## src/rtl/dmem_port_arbiter.sv

```systemverilog
// Arbitrates the single data-memory port between the EX-stage pipeline (priority)
// and an external req/grant requester, with a starvation counter forcing a one-cycle stall.
module dmem_port_arbiter #(
    parameter int STARVE_LIMIT = 3,
    parameter int DATA_W       = 32
) (
    input  logic              CLOCK,
    input  logic              RESET,
    input  logic              P_REQ,
    input  logic              P_MW,
    input  logic [DATA_W-1:0] P_ADDR,
    input  logic [DATA_W-1:0] P_DATAIN,
    output logic [DATA_W-1:0] P_DATAOUT,
    output logic              STALL,
    input  logic              X_REQ,
    input  logic              X_WE,
    input  logic [DATA_W-1:0] X_ADDR,
    input  logic [DATA_W-1:0] X_WDATA,
    output logic              X_GNT,
    output logic              X_RVALID,
    output logic [DATA_W-1:0] X_RDATA,
    output logic [DATA_W-1:0] MEM_ADDR,
    output logic              MEM_MW,
    output logic [DATA_W-1:0] MEM_DATAIN,
    input  logic [DATA_W-1:0] MEM_DATAOUT
);

    localparam logic [3:0] LIMIT = 4'(STARVE_LIMIT);

    typedef enum logic {S_NORM, S_FORCE} state_t;

    state_t      state, next_state;
    logic [3:0]  starve_cnt, next_cnt, cnt_inc;
    logic        x_own, stall_int, gnt_int, mw_int;
    logic        rd_pend;

    // State and starvation counter registers
    always_ff @(posedge CLOCK or negedge RESET) begin
        if (!RESET) begin
            state      <= S_NORM;
            starve_cnt <= '0;
        end else begin
            state      <= next_state;
            starve_cnt <= next_cnt;
        end
    end

    // Next state: count only cycles where X is denied because the pipeline holds the port
    always_comb begin
        next_state = S_NORM;
        next_cnt   = '0;
        cnt_inc    = starve_cnt + 4'd1;
        if (state == S_NORM && P_REQ && X_REQ) begin
            next_cnt = cnt_inc;
            if (cnt_inc == LIMIT) next_state = S_FORCE;
        end
    end

    // Outputs: in S_FORCE the pipeline is stalled, so it never writes even if X is absent
    always_comb begin
        x_own     = 1'b0;
        stall_int = 1'b0;
        case (state)
            S_NORM:  x_own = !P_REQ && X_REQ;
            S_FORCE: begin
                stall_int = 1'b1;
                x_own     = X_REQ;
            end
            default: x_own = 1'b0;
        endcase
        gnt_int = x_own;
        if (x_own)                mw_int = X_WE;
        else if (state == S_FORCE) mw_int = 1'b0;
        else                      mw_int = P_REQ & P_MW;
    end

    assign STALL      = stall_int & RESET;
    assign X_GNT      = gnt_int & RESET;
    assign MEM_MW     = mw_int & RESET;
    assign MEM_ADDR   = x_own ? X_ADDR  : P_ADDR;
    assign MEM_DATAIN = x_own ? X_WDATA : P_DATAIN;
    assign P_DATAOUT  = MEM_DATAOUT;

    // External read return: capture the registered memory data one cycle after grant
    always_ff @(posedge CLOCK or negedge RESET) begin
        if (!RESET) begin
            rd_pend  <= 1'b0;
            X_RVALID <= 1'b0;
            X_RDATA  <= '0;
        end else begin
            rd_pend  <= gnt_int & ~X_WE;
            X_RVALID <= rd_pend;
            if (rd_pend) X_RDATA <= MEM_DATAOUT;
        end
    end

endmodule
```

## config.mk

```make
export PLATFORM = sky130hd
export DESIGN_NAME = dmem_port_arbiter
export DESIGN_NICKNAME = d
export VERILOG_FILES = /design/src/rtl/dmem_port_arbiter.sv
export SDC_FILE = /design/constraint.sdc
export NUM_CORES = 1
export LEC_CHECK = 0
export ABC_AREA = 1
export CAP_MARGIN = 10
export CORE_AREA = 2 2 115 117
export DETAILED_ROUTE_END_ITERATION = 12
export DIE_AREA = 0 0 117 119
export HOLD_SLACK_MARGIN = 0.03
export MAX_ROUTING_LAYER = met4
export PLACE_DENSITY = 0.61
export SYNTH_ARGS = -nofsm -noshare
export SYNTH_HDL_FRONTEND = slang
export SYNTH_SLANG_ARGS = --single-unit
```

## constraint.sdc

```tcl
create_clock -name CLOCK -period 1.4 [get_ports CLOCK]
set_clock_uncertainty 0.05 [all_clocks]
set_input_delay 0.21 -clock CLOCK [delete_from_list [all_inputs] [get_ports CLOCK]]
set_output_delay 0.21 -clock CLOCK [all_outputs]
set_load 0.01 [all_outputs]
```

Word-level counts from Yosys, hierarchy flattened

Cells that the tools add are included.
W data, S select, Z words.

Equality and inequality tests: 1
Reductions and logical operators: 4
Muxes and demuxes: 9
Bitwise operators: 7
Divide/modulo/power cells: 0
Order comparisons: 0
Shift-type cells: 0
$mul: 0
Add/subtract/negate cells: 1

Operators with widths:

| operator              | count |
|---|---|
| $mux W32              | 2 |
| $and A1 B1 Y1         | 5 |
| $mux W1               | 5 |
| $add A4 B1 Y4 const B | 1 |
| $eq A4 B2 Y1 const B  | 1 |
| $mux W4               | 1 |
| $logic_and A1 B1 Y1   | 3 |
| $not A1 Y1            | 2 |
| $pmux W1 S2           | 1 |
| $logic_not A1 Y1      | 1 |

Register bits after elaboration: 39
Bits in writable memories: 0
Input port bits: 166
Memories: 0
Bits in read-only memories: 0
Latch bits: 0
Output and inout bits: 132

Logic depth before layout (Yosys ltp)

Gate-level depths: netlist of the first run.

Depth after elaboration: 5
Depth in mapped cells: 7
Depth with buffers taken out: 6

Worst setup path after synthesis of the first run

OpenSTA, ideal clock, no wires.

Kind: flip-flop to output port
Start point: register state
End point: output MEM_ADDR[12]
Data required time: 1,140 ps
Slack: 125 ps
Cell stages (with the launch flop): 7
Arrival time: 1,015 ps
Path buffers: 2
Path through: dfrtp_1 nor2_1 nor2_2 buf_4 buf_6 nand2_1 nand2_1

Cells in the longest elaborated chain, start to end: 3

RTL lines:

| element                  | line | RTL |
|---|---|---|
| start: declaration       | 32   | `state_t state, next_state;` |
| start signal: assignment | 43   | `state <= next_state;` |
| $not A1 Y1               | 63   | `case (state)` |
| $pmux W1 S2 (*)          | 63   |  |
| $mux W32 (*)             | 80   | `assign MEM_ADDR = x_own ? X_ADDR : P_ADDR;` |
| end: declaration         | 22   | `output logic [DATA_W-1:0] MEM_ADDR,` |

Every way passes the cells marked *; elsewhere a longest branch is shown, timed or not.

Final worst setup path of the first run

Start point: register state
End point: output MEM_ADDR[25]

The elaborated chain is that of the path after synthesis.

==> flow_summary.json, run 1 <==
{
  "status": "finished, violations left",
  "violations": "negative setup slack",
  "syn_inst": 345,
  "synth_area_um2": 2600,
  "cap_violations": 0,
  "fin_nets": 824,
  "clock.fmax_mhz": 540,
  "synthSimpleGateAreaFrac_pct": 30.9,
  "initial_core_util_pct": 20.2,
  "cts_tree": "done",
  "avgSynthCellArea_um2": 7.53,
  "cp_slowest_stage_delay_ns": 0.45,
  "cts_made_buffers": 5,
  "tightest_slew_ns": 0.476,
  "grt_max_degree": 38,
  "clk_pin_slew_worst_paths_ns": 0.06,
  "firstDrtPassIters": 4,
  "setup_slack_ns": -0.451,
  "fin_area_um2": 6540,
  "fp.dieW_um": 117,
  "rsz0062_at_grt": "yes",
  "path_max_fanout": 6,
  "coreArea_um2": 12900,
  "clk_latency_ns": 0.28,
  "yosys.area_share.adder_pct": 0.963,
  "cp_slowest_cell": "dfrtp_2",
  "power.total_w": 0.00481,
  "synth_cell_types": 19,
  "vias": 3469,
  "fin_crit_ns": 1.85,
  "rr_worst_depth": 7,
  "cts.root.buffer_cell": "clkbuf_16",
  "setup.worst_path.class": "reg -> out",
  "peakVddDrop_v": 0.000598,
  "setup_viol_count_final": 66,
  "post_dp_cell_area_um2": 5680,
  "final_cells": 836,
  "cts_max_path_buffers": 2,
  "crit_path_start_kind": "flip-flop",
  "dp.cells": 797,
  "worst_ep_arrival_time_ns": 1.59,
  "htree_levels": 2,
  "wl_um": 13900,
  "pre_cts_ws_ns": -0.817,
  "drive_gt1_share_pct": 39.3,
  "critical_path_required_ns": 1.14,
  "synth_top_family_by_area": "simple AND/OR/NAND/NOR gates",
  "grt_pass1_wl_um": 18900,
  "hold_viol": 0,
  "yosysWarnings": 0,
  "layout_commonest_cell": "clkdlybuf4s50_1",
  "relSlewSlack_pct": 68.3,
  "drt.antenna.violating_nets": 0,
  "synth_fp_nets": 513,
  "antenna_found_initial": 3,
  "hp-class": "in -> async",
  "synth_xor_area_share_pct": 0.337,
  "cts_sinks": 39,
  "port_buffers": 297,
  "fillers": 1212,
  "wl_per_cell_um": 16.6,
  "grt_remaining_overflow": 0,
  "grtUsageTotal_pct": 18.2,
  "ios": 298,
  "rows": 42,
  "synth-compound-area-share_pct": 0.530,
  "drtIter0Drc": 159,
  "slew_violations": 0,
  "synth.yosys.seq_area_share_pct": 37.6,
  "cpMostUsedCell": "buf_12",
  "hpwl_um": 9560,
  "final.period_utilization_pct": 132,
  "ys_ff_latch": 39,
  "finalWeightedCongestion": 0.806,
  "drc": 0,
  "dieArea_um2": 13900,
  "syn2layout_area_growth_pct": 152,
  "power_leakage_nw": 3.17,
  "via_per_inst": 4.15,
  "grt_pass1_vias": 3539,
  "die_h_um": 119,
  "crit_chain": "o21ai_4, buf_12, buf_12, buf_12, buf_16, nand2_2, nand2_1, buf_2",
  "synth.mux.area_fraction_pct": 13.9,
  "final_cell_mix": "162 x clkdlybuf4s50_1, 109 x nand2_1, 67 x nand2_2, 67 x dlygate4sd2_1, 41 x buf_2",
  "cp-end-kind": "output pin",
  "powerDensity_nw_per_um2": 737
}
==> layout make-up <==
type                    instances  area (um^2)  share of cell area [%]
multi-input cells             248         1570                    24.0
flip-flops and latches         39          977                    15.0
clock buffers                   5          125                    1.91
diodes                          3         7.51                   0.115
clock inverters                 3         43.8                   0.670
inverters                       8         30.0                   0.459
repair buffers                354         3560                    54.5
well taps                     176          220                    3.37
==> sequential cells by signal (all words and copies together) (netlist names) <==
signal      cells
state           1
starve_cnt      4
X_RDATA        32
rd_pend         1
X_RVALID        1
==> final timing paths <==
kind,start,end,slack [ns]
worst max-delay path,state,MEM_ADDR[25],-0.45
worst min-delay path,RESET,X_RDATA[8],0.09
worst max register to register,state,rd_pend,0.04
worst min register to register,X_RDATA[14],X_RDATA[14],0.43
max in group asynchronous,RESET,rd_pend,0.73
min in group CLOCK,P_REQ,starve_cnt[1],0.41
==> Yosys cell counts (all sizes together) <==
| master | number | share of area (%) |
|---|---|---|
| o21ai | 1 | 0.34 |
| ha | 2 | 0.96 |
| clkbuf | 1 | 0.14 |
| inv | 8 | 1.2 |
| nand3 | 4 | 0.77 |
| a21oi | 1 | 0.19 |
| dfrtp | 39 | 38 |
| nand4 | 1 | 0.24 |
| buf | 49 | 15 |
| nand2 | 197 | 28 |
| mux2 | 32 | 14 |
| xnor2 | 1 | 0.34 |
| nor2 | 9 | 1.4 |
==> repair_timing <==
action / 4_1_cts / 5_1_grt
pin swaps: 43 / 18
hold buffers: 1 / 0
hold endpoints to repair: 2 / 0
cloned: 11 / 3
gates resized for setup: 418 / 88
setup buffers: 12 / 2
endpoints found under the setup margin: 132 / 67
==> report_power, final <==
| group | internal [W] | switching [W] | total [W] |
|---|---|---|---|
| combinational | 0.00126 | 0.000870 | 0.00213 |
| clock | 0.000840 | 0.000450 | 0.00129 |
| sequential | 0.00131 | 0.0000803 | 0.00139 |
| total | 0.00341 | 0.00140 | 0.00481 |
==> cells by family (layout without fill, tap and decap cells) <==
kind of cell	Yosys count	in the layout
AO/OA/AOI/OAI	2	2
XOR/XNOR	1	1
adder cells (fa/ha/maj)	2	2
buffers and inverters	58	370
flip-flops	39	39
multiplexers	32	32
other	0	3
AND/OR/NAND/NOR	211	211
==> metrics by stage <==
| stage | TNS [ns] | hold slack [ns] | util (%) |
|---|---|---|---|
| floorplan | 0 | -0.136 | - |
| detailed placement | -53.54 | 0.214 | 44.1 |
| global route | -28.48 | 0.163 | 50.8 |
| CTS | -25.63 | 0.142 | 47.5 |
| global placement | -50.91 | 0.227 | 44.1 |
| finish | -24.93 | 0.0935 | 50.8 |
==> worst max-delay path, delay by kind of cell (launching register included) <==
kind / cells / cell delay, ns
buf+inv: 5 / 0.60
flops: 1 / 0.45
compound gates: 1 / 0.16
simple gates: 2 / 0.09
==> per-layer routing <==
layer / track usage, % / wire, um
met5: - / 0
met4: 3.60 / 224
met3: 5.14 / 1300
met2: 32.4 / 7220
met1: 20.2 / 5180
(Power assumes the default switching activity.)
==> run 2, diff against run 1 <==
--- a/config.mk
+++ b/config.mk
@@ -13,6 +13,8 @@
 export HOLD_SLACK_MARGIN = 0.03
 export MAX_ROUTING_LAYER = met4
 export PLACE_DENSITY = 0.61
+export SLEW_MARGIN = 20
 export SYNTH_ARGS = -nofsm -noshare
 export SYNTH_HDL_FRONTEND = slang
 export SYNTH_SLANG_ARGS = --single-unit
+export TNS_END_PERCENT = 50
==> run 2 against run 1 <==
Against the previous run:
- the run still ends with negative setup slack left
- hold slack got worse by 0.00059 ns
- non-clock buffer count decreased by 2
- count of clock-buffer cells in the layout unchanged
- global-route usage unchanged
- combinational power decreased by 3%
- maximum frequency about the same
- sequential share of layout area increased by 0.41 points
- final cell count decreased by 0.24%
- critical path depth unchanged
- via count decreased by 0.69%
- wire length decreased by 3.2%
- largest power group unchanged
- highest routed layer unchanged
==> flow_summary.json, run 2 (synthesis gave the netlist of run 1 again) <==
{
  "grt_pass1_vias": 3539,
  "grt_remaining_overflow": 0,
  "grtUsageTotal_pct": 18.2,
  "die_h_um": 119,
  "port_buffers": 297,
  "relSlewSlack_pct": 68.3,
  "worst_ep_arrival_time_ns": 1.59,
  "wl_per_cell_um": 16.1,
  "wl_um": 13500,
  "hp-class": "in -> async",
  "final_cell_mix": "162 x clkdlybuf4s50_1, 121 x nand2_1, 67 x dlygate4sd2_1",
  "whs_ns": 0.0929,
  "antenna_found_initial": 3,
  "clk_latency_ns": 0.28,
  "firstDrtPassIters": 4,
  "clock.fmax_mhz": 540,
  "cts_tree": "done",
  "final.period_utilization_pct": 132,
  "tightest_slew_ns": 0.475,
  "cts_max_path_buffers": 2,
  "coreArea_um2": 12900,
  "grt_pass1_wl_um": 18900,
  "setup.worst_path.class": "reg -> out",
  "path_max_fanout": 6,
  "dieArea_um2": 13900,
  "layout_commonest_cell": "clkdlybuf4s50_1",
  "hpwl_um": 9560,
  "drive_gt1_share_pct": 37.3,
  "hold_viol": 0,
  "powerDensity_nw_per_um2": 745,
  "vias": 3445,
  "slew_violations": 0,
  "largest_register_ffs": 32,
  "finalWeightedCongestion": 0.806,
  "via_per_inst": 4.13,
  "drc": 0,
  "fin_nets": 822,
  "peakVddDrop_v": 0.000598,
  "setup_viol_count_final": 66,
  "rr_worst_depth": 7,
  "syn2layout_area_growth_pct": 145,
  "clk_pin_slew_worst_paths_ns": 0.06,
  "rows": 42,
  "cts.root.buffer_cell": "clkbuf_16",
  "crit_path_start_kind": "flip-flop",
  "r2r_slack_ns": 0.05,
  "cp-end-kind": "output pin",
  "rr_startpoint": "state",
  "setup_slack_ns": -0.453,
  "regToRegEndpoint": "rd_pend",
  "critical_path_required_ns": 1.14,
  "drt.antenna.violating_nets": 0,
  "largest-register": "X_RDATA",
  "cts_sinks": 39,
  "drtIter0Drc": 147,
  "cts_made_buffers": 5,
  "ios": 298,
  "status": "finished, violations left",
  "grt_max_degree": 38,
  "rsz0062_at_grt": "yes",
  "initial_core_util_pct": 20.2,
  "fp.dieW_um": 117,
  "htree_levels": 2,
  "fin_crit_ns": 1.85,
  "post-route-util_pct": 49.4,
  "power_leakage_nw": 3.11,
  "reg_top3": "X_RDATA (32), starve_cnt (4)",
  "violations": "negative setup slack",
  "fillers": 1240,
  "cap_violations": 0,
  "cp-startpoint": "state"
}
-- run 2: stage by stage --
stage	setup TNS [ns]	cell area, um^2	std cells	worst slack, ns	power, W
2_1_floorplan	0	2600	345	0.125	0.00209
3_3_place_gp	-50.91	5680	797	-0.794	0.00343
3_5_place_dp	-53.54	5680	797	-0.817	0.00345
4_1_cts	-25.63	6120	829	-0.442	0.00470
5_1_grt	-28.33	6360	834	-0.530	0.00499
6_report	-24.68	6360	834	-0.453	0.00474
-- run 2: layer usage --
metal  GRT usage, %  wire (um)  up-vias
li1               -          -     1660
met1           20.2       5020     1603
met2           32.4       7030      168
met3           5.14       1260       14
met4           3.60        159        0
met5              -          0        -
-- run 2: report_power, final --
part	leakage (nW)	switching (W)	internal (W)	total [W]
clock network	0.0838	0.000451	0.000840	0.00129
logic	2.55	0.000837	0.00122	0.00206
registers	0.472	0.0000806	0.00131	0.00139
total	3.11	0.00137	0.00337	0.00474
-- run 2: repair_timing --
action	CTS	global route
cloned	11	1
hold buffers	1	0
pin swaps	43	12
gates resized for setup	418	58
buffers inserted	12	2
endpoints found under the hold margin	2	0
setup endpoints to repair	132	67
-- run 2: layout make-up --
type	instances	area, um^2	share of cell area, %
Timing Repair Buffer	352	3470	54.6
Multi-Input combinational cell	248	1480	23.3
Sequential cell	39	977	15.4
Tap cell	176	220	3.46
Clock buffer	5	125	1.97
Clock inverter	3	43.8	0.689
Inverter	8	30.0	0.472
Antenna cell	3	7.51	0.118
-- run 2: critical path: stages, from the launching register on --
cell	delay (ns)
dfrtp_2	0.45
o21ai_4	0.16
buf_12	0.13
buf_12	0.11
buf_12	0.11
buf_16	0.13
nand2_2	0.04
nand2_1	0.06
buf_2	0.12
-- run 2: worst max path at each step --
stage	endpoint	slack, ns
after floorplan	MEM_ADDR[12]	0.12
after global placement	MEM_ADDR[14]	-0.79
after detailed placement	MEM_DATAIN[11]	-0.82
after CTS	MEM_DATAIN[16]	-0.44
after global routing	MEM_DATAIN[15]	-0.53
final	MEM_ADDR[25]	-0.45
==> RTL edit 1: new RTL, flow settings as in run 1 <==
The parameter `DATA_W` goes from 32 to 16.
--- a/src/rtl/dmem_port_arbiter.sv
+++ b/src/rtl/dmem_port_arbiter.sv
@@ -4,3 +4,3 @@
     parameter int STARVE_LIMIT = 3,
-    parameter int DATA_W       = 32
+    parameter int DATA_W       = 16
 ) (
Interface: changed (9 resized); port bits go from 298 to 154. The function was not compared with the original's and may differ.
==> RTL edit 1 against run 1 <==
The flow still finishes with violations (negative setup slack); worst setup slack improved by 0.086 ns; sequential cell count decreased by 16; combinational power decreased by 53%; area after synthesis decreased by 42%; global-route usage decreased by 9.2 points; sequential share of layout area increased by 1.7 points; power decreased by 49%; design area decreased by 47%; register-to-register slack improved by 0.08 ns; via count decreased by 46%; routed wire length decreased by 54%; non-clock buffer count decreased by 160.
==> RTL edit 1: results (changes against run 1) <==
Post-Place Worst Slack=-0.7446 ns (+0.07249 ns); Routed Wire Length=6372 um (-54%); first-pass GRT wire length=9535 um (-50%); violated checks=negative setup slack; final setup fails=35 (-47%); met2 wire length=3408 um (-53%); Inst Count DP=519 (-35%); diode count=0 (-3); WP data arrival=1.51 ns (-0.08 ns); WHS=0.1122 ns (+0.01878 ns); Pleak=1.695 nW (-47%); Max FO, Critical Path=5 (-1); status=complete, but fails checks; DRT iter0 DRCs=37 (-77%); Yosys cell types=18 (-1); worst stage delay on the critical path=0.43 ns (-0.02 ns); met3 WL post-DR=417 um (-68%); Final TNS setup=-11.08 ns (+13.85 ns); VDD IR-drop max=0.0004336 V (-28%); Total GRT Usage=0.08987 (-0.09225); Post-Synth Adder-Cell Area=0.01649 (+0.006854); initial antenna violation count=0 (-3); setup slack after layout=-0.3651 ns (+0.08625 ns); # port buffers=153 (-48%); routed vias/inst=3.455 (-17%)
[RTL edit 1: cell types whose count changed after synthesis, sizes merged]
cell / change
mux2: -16
clkbuf: -1
nand2: -96
dfrtp: -16
buf: -25
[RTL edit 1: cell type report]
| class | instances | area, um2 |
|---|---|---|
| clock buffers | 3 | 75.07 |
| fillers | 1387 | 9418 |
| well taps | 176 | 220.2 |
| flip-flops and latches | 23 | 576.8 |
| repair buffers | 194 | 1759 |
| multi-input cells | 136 | 788.3 |
| inverters | 8 | 30.03 |
| clock inverters | 1 | 7.507 |
[RTL edit 1: what timing repair did]
item / in CTS / in global routing
gates cloned: 4 / 0
setup endpoints to repair: 66 / 36
pin swaps: 14 / 3
setup buffers: 14 / 4
endpoints found under the hold margin: 0 / 0
resized for setup: 219 / 6
[RTL edit 1: report_power, final]
group	total, mW	internal [mW]	switching [mW]
logic	1.00	0.595	0.406
clock network	0.631	0.387	0.244
registers	0.800	0.759	0.0418
==> RTL edit 2: new RTL, config.mk and constraints of run 1 <==
Without the edit above. Reset style: synchronous (`RESET`), changed in 2 clocked blocks.
--- a/src/rtl/dmem_port_arbiter.sv
+++ b/src/rtl/dmem_port_arbiter.sv
@@ -37,3 +37,3 @@
     // State and starvation counter registers
-    always_ff @(posedge CLOCK or negedge RESET) begin
+    always_ff @(posedge CLOCK) begin
         if (!RESET) begin
@@ -84,3 +84,3 @@
     // External read return: capture the registered memory data one cycle after grant
-    always_ff @(posedge CLOCK or negedge RESET) begin
+    always_ff @(posedge CLOCK) begin
         if (!RESET) begin
Function: differs if RESET is asserted again (counterexample within 4 cycles, from zero or initial values and one cycle with RESET low); with RESET held inactive, the same outputs for 10 cycles.
==> RTL edit 2 against run 1 <==
Design area is 8.5% lower; area after synthesis is 4.5% lower; the flow still finishes with violations (negative setup slack); sequential cell count stayed put; power is 23% lower; sequential share of layout area is 1.9 points lower; routed wire length is 12% lower; register-to-register slack better by 0.21 ns; cell count is 7.5% higher; worst setup slack better by 0.076 ns; largest power group unchanged; highest routed layer unchanged.
==> RTL edit 2: results (changes against run 1) <==
diode count=0 (-3); Rel. slew slack=0.7629 (+0.08005); Wirelength per Cell=13.63 um (-18%); Total GRT Usage=0.1675 (-0.01458); Post-Place Worst Slack=-0.7571 ns (+0.06001 ns); initial antenna violation count=0 (-3); Pleak=3.082 nW (-2.9%); WHS=0.4356 ns (+0.3421 ns); Seq/Total Area, Yosys=0.3147 (-0.06105); cell count after synthesis=419 (+21%); setup slack after layout=-0.3752 ns (+0.07613 ns); Post-synth ARST share=0 (-1.000); WP data arrival=1.52 ns (-0.07 ns); vias in the first global route=3680 (+4.0%); Syn Nets=587 (+14%); Yosys cell types=18 (-1); VDD IR-drop max=0.0007362 V (+23%); r2r setup slk=0.25 ns (+0.21 ns); yosys warns=0 (unchanged); NumNets Final=890 (+8.0%); worst skew pair latency=0.28 ns (about the same); Routed Wire Length=12250 um (-12%); Top Registers=X_RDATA: 32 flops, starve_cnt: 4 flops; routed vias/inst=4.091 (-1.4%); min-delay worst type=flop to flop; share of layout cells above drive strength 1=0.2365 (-0.1562); post-cts resize count=353 (-16%); status=complete, but fails checks; DRT iter0 DRCs=127 (-20%); clk slew on worst S/H paths=0.05 ns; largest net degree at the start of global routing=34 (-11%); final setup fails=64 (-3.0%); total CTS buffers=5 (unchanged); postcts setup bufs=8 (-4); first-pass GRT wire length=18020 um (-4.8%); Detailed Place HPWL=9438 um (-1.3%); list of most frequent post-synthesis cells=nand2_1, nor2_1, dfxtp_1, buf_4, o21ai_0; Placement Cell Area=0.005627 mm2 (-1.0%); Final TNS setup=-19.78 ns (+5.149 ns); Inst Count DP=877 (+10%); Synth area leaders=dfxtp_1, nand2_1, buf_4, nor2_1, o21ai_0; Max FO, Critical Path=6 (unchanged); number of detailed-route iterations in the first pass=8 (+4); ys flop type=dfxtp_1; RePlAce Congestion=0.7910 (-1.8%); violated checks=negative setup slack
==> RTL edit 2: logic make-up after synthesis <==
group	synth area share
buf+inv	0.1800
simple gates	0.4286
fa+ha+maj	0.01008
compound gates	0.06656
flops	0.3147
==> RTL edit 2: worst paths after layout <==
kind / startpoint / endpoint
setup / recovery: state / MEM_ADDR[23]
hold / removal: starve_cnt[0] / starve_cnt[0]
setup reg to reg: state / starve_cnt[3]
hold reg to reg: starve_cnt[0] / starve_cnt[0]
==> RTL edit 2: stage by stage <==
stage | util | power [mW]
final | 0.4646 | 3.717
after global routing | 0.4646 | 3.921
after CTS | 0.4500 | 3.688
after detailed placement | 0.4370 | 2.649
after global placement | 0.4370 | 2.643
after floorplan | - | 1.650
==> RTL edit 2: worst max-delay path, cell delays in order, from the launching register on <==
cell,delay (ns)
dfxtp_2,0.33
inv_2,0.03
nand2_2,0.06
nand2_2,0.06
buf_12,0.14
buf_8,0.13
bufbuf_16,0.26
nand2_2,0.05
nand2_1,0.05
buf_2,0.13
==> RTL edit 2: cell type report <==
class / instances / area (um2)
Fill cell: 1324 / 6893
Tap cell: 176 / 220.2
Multi-Input combinational cell: 315 / 1414
Inverter: 11 / 48.80
Clock inverter: 1 / 5.005
Timing Repair Buffer: 350 / 3379
Sequential cell: 39 / 782.0
Clock buffer: 7 / 132.6
==> RTL edit 2: where the power goes <==
part / switching [mW] / total [mW] / leakage [nW] / internal (mW)
registers: 0.0154 / 1.16 / 0.317 / 1.14
logic: 0.574 / 1.48 / 2.70 / 0.907
clock network: 0.418 / 1.08 / 0.0679 / 0.658
total: 1.01 / 3.72 / 3.08 / 2.71
==> RTL edit 2: per-layer routing <==
metal,global-route usage,part of all wire
met4,0.06176,0.033
met1,0.1863,0.39
met3,0.03817,0.090
met2,0.2897,0.48
met5,-,0
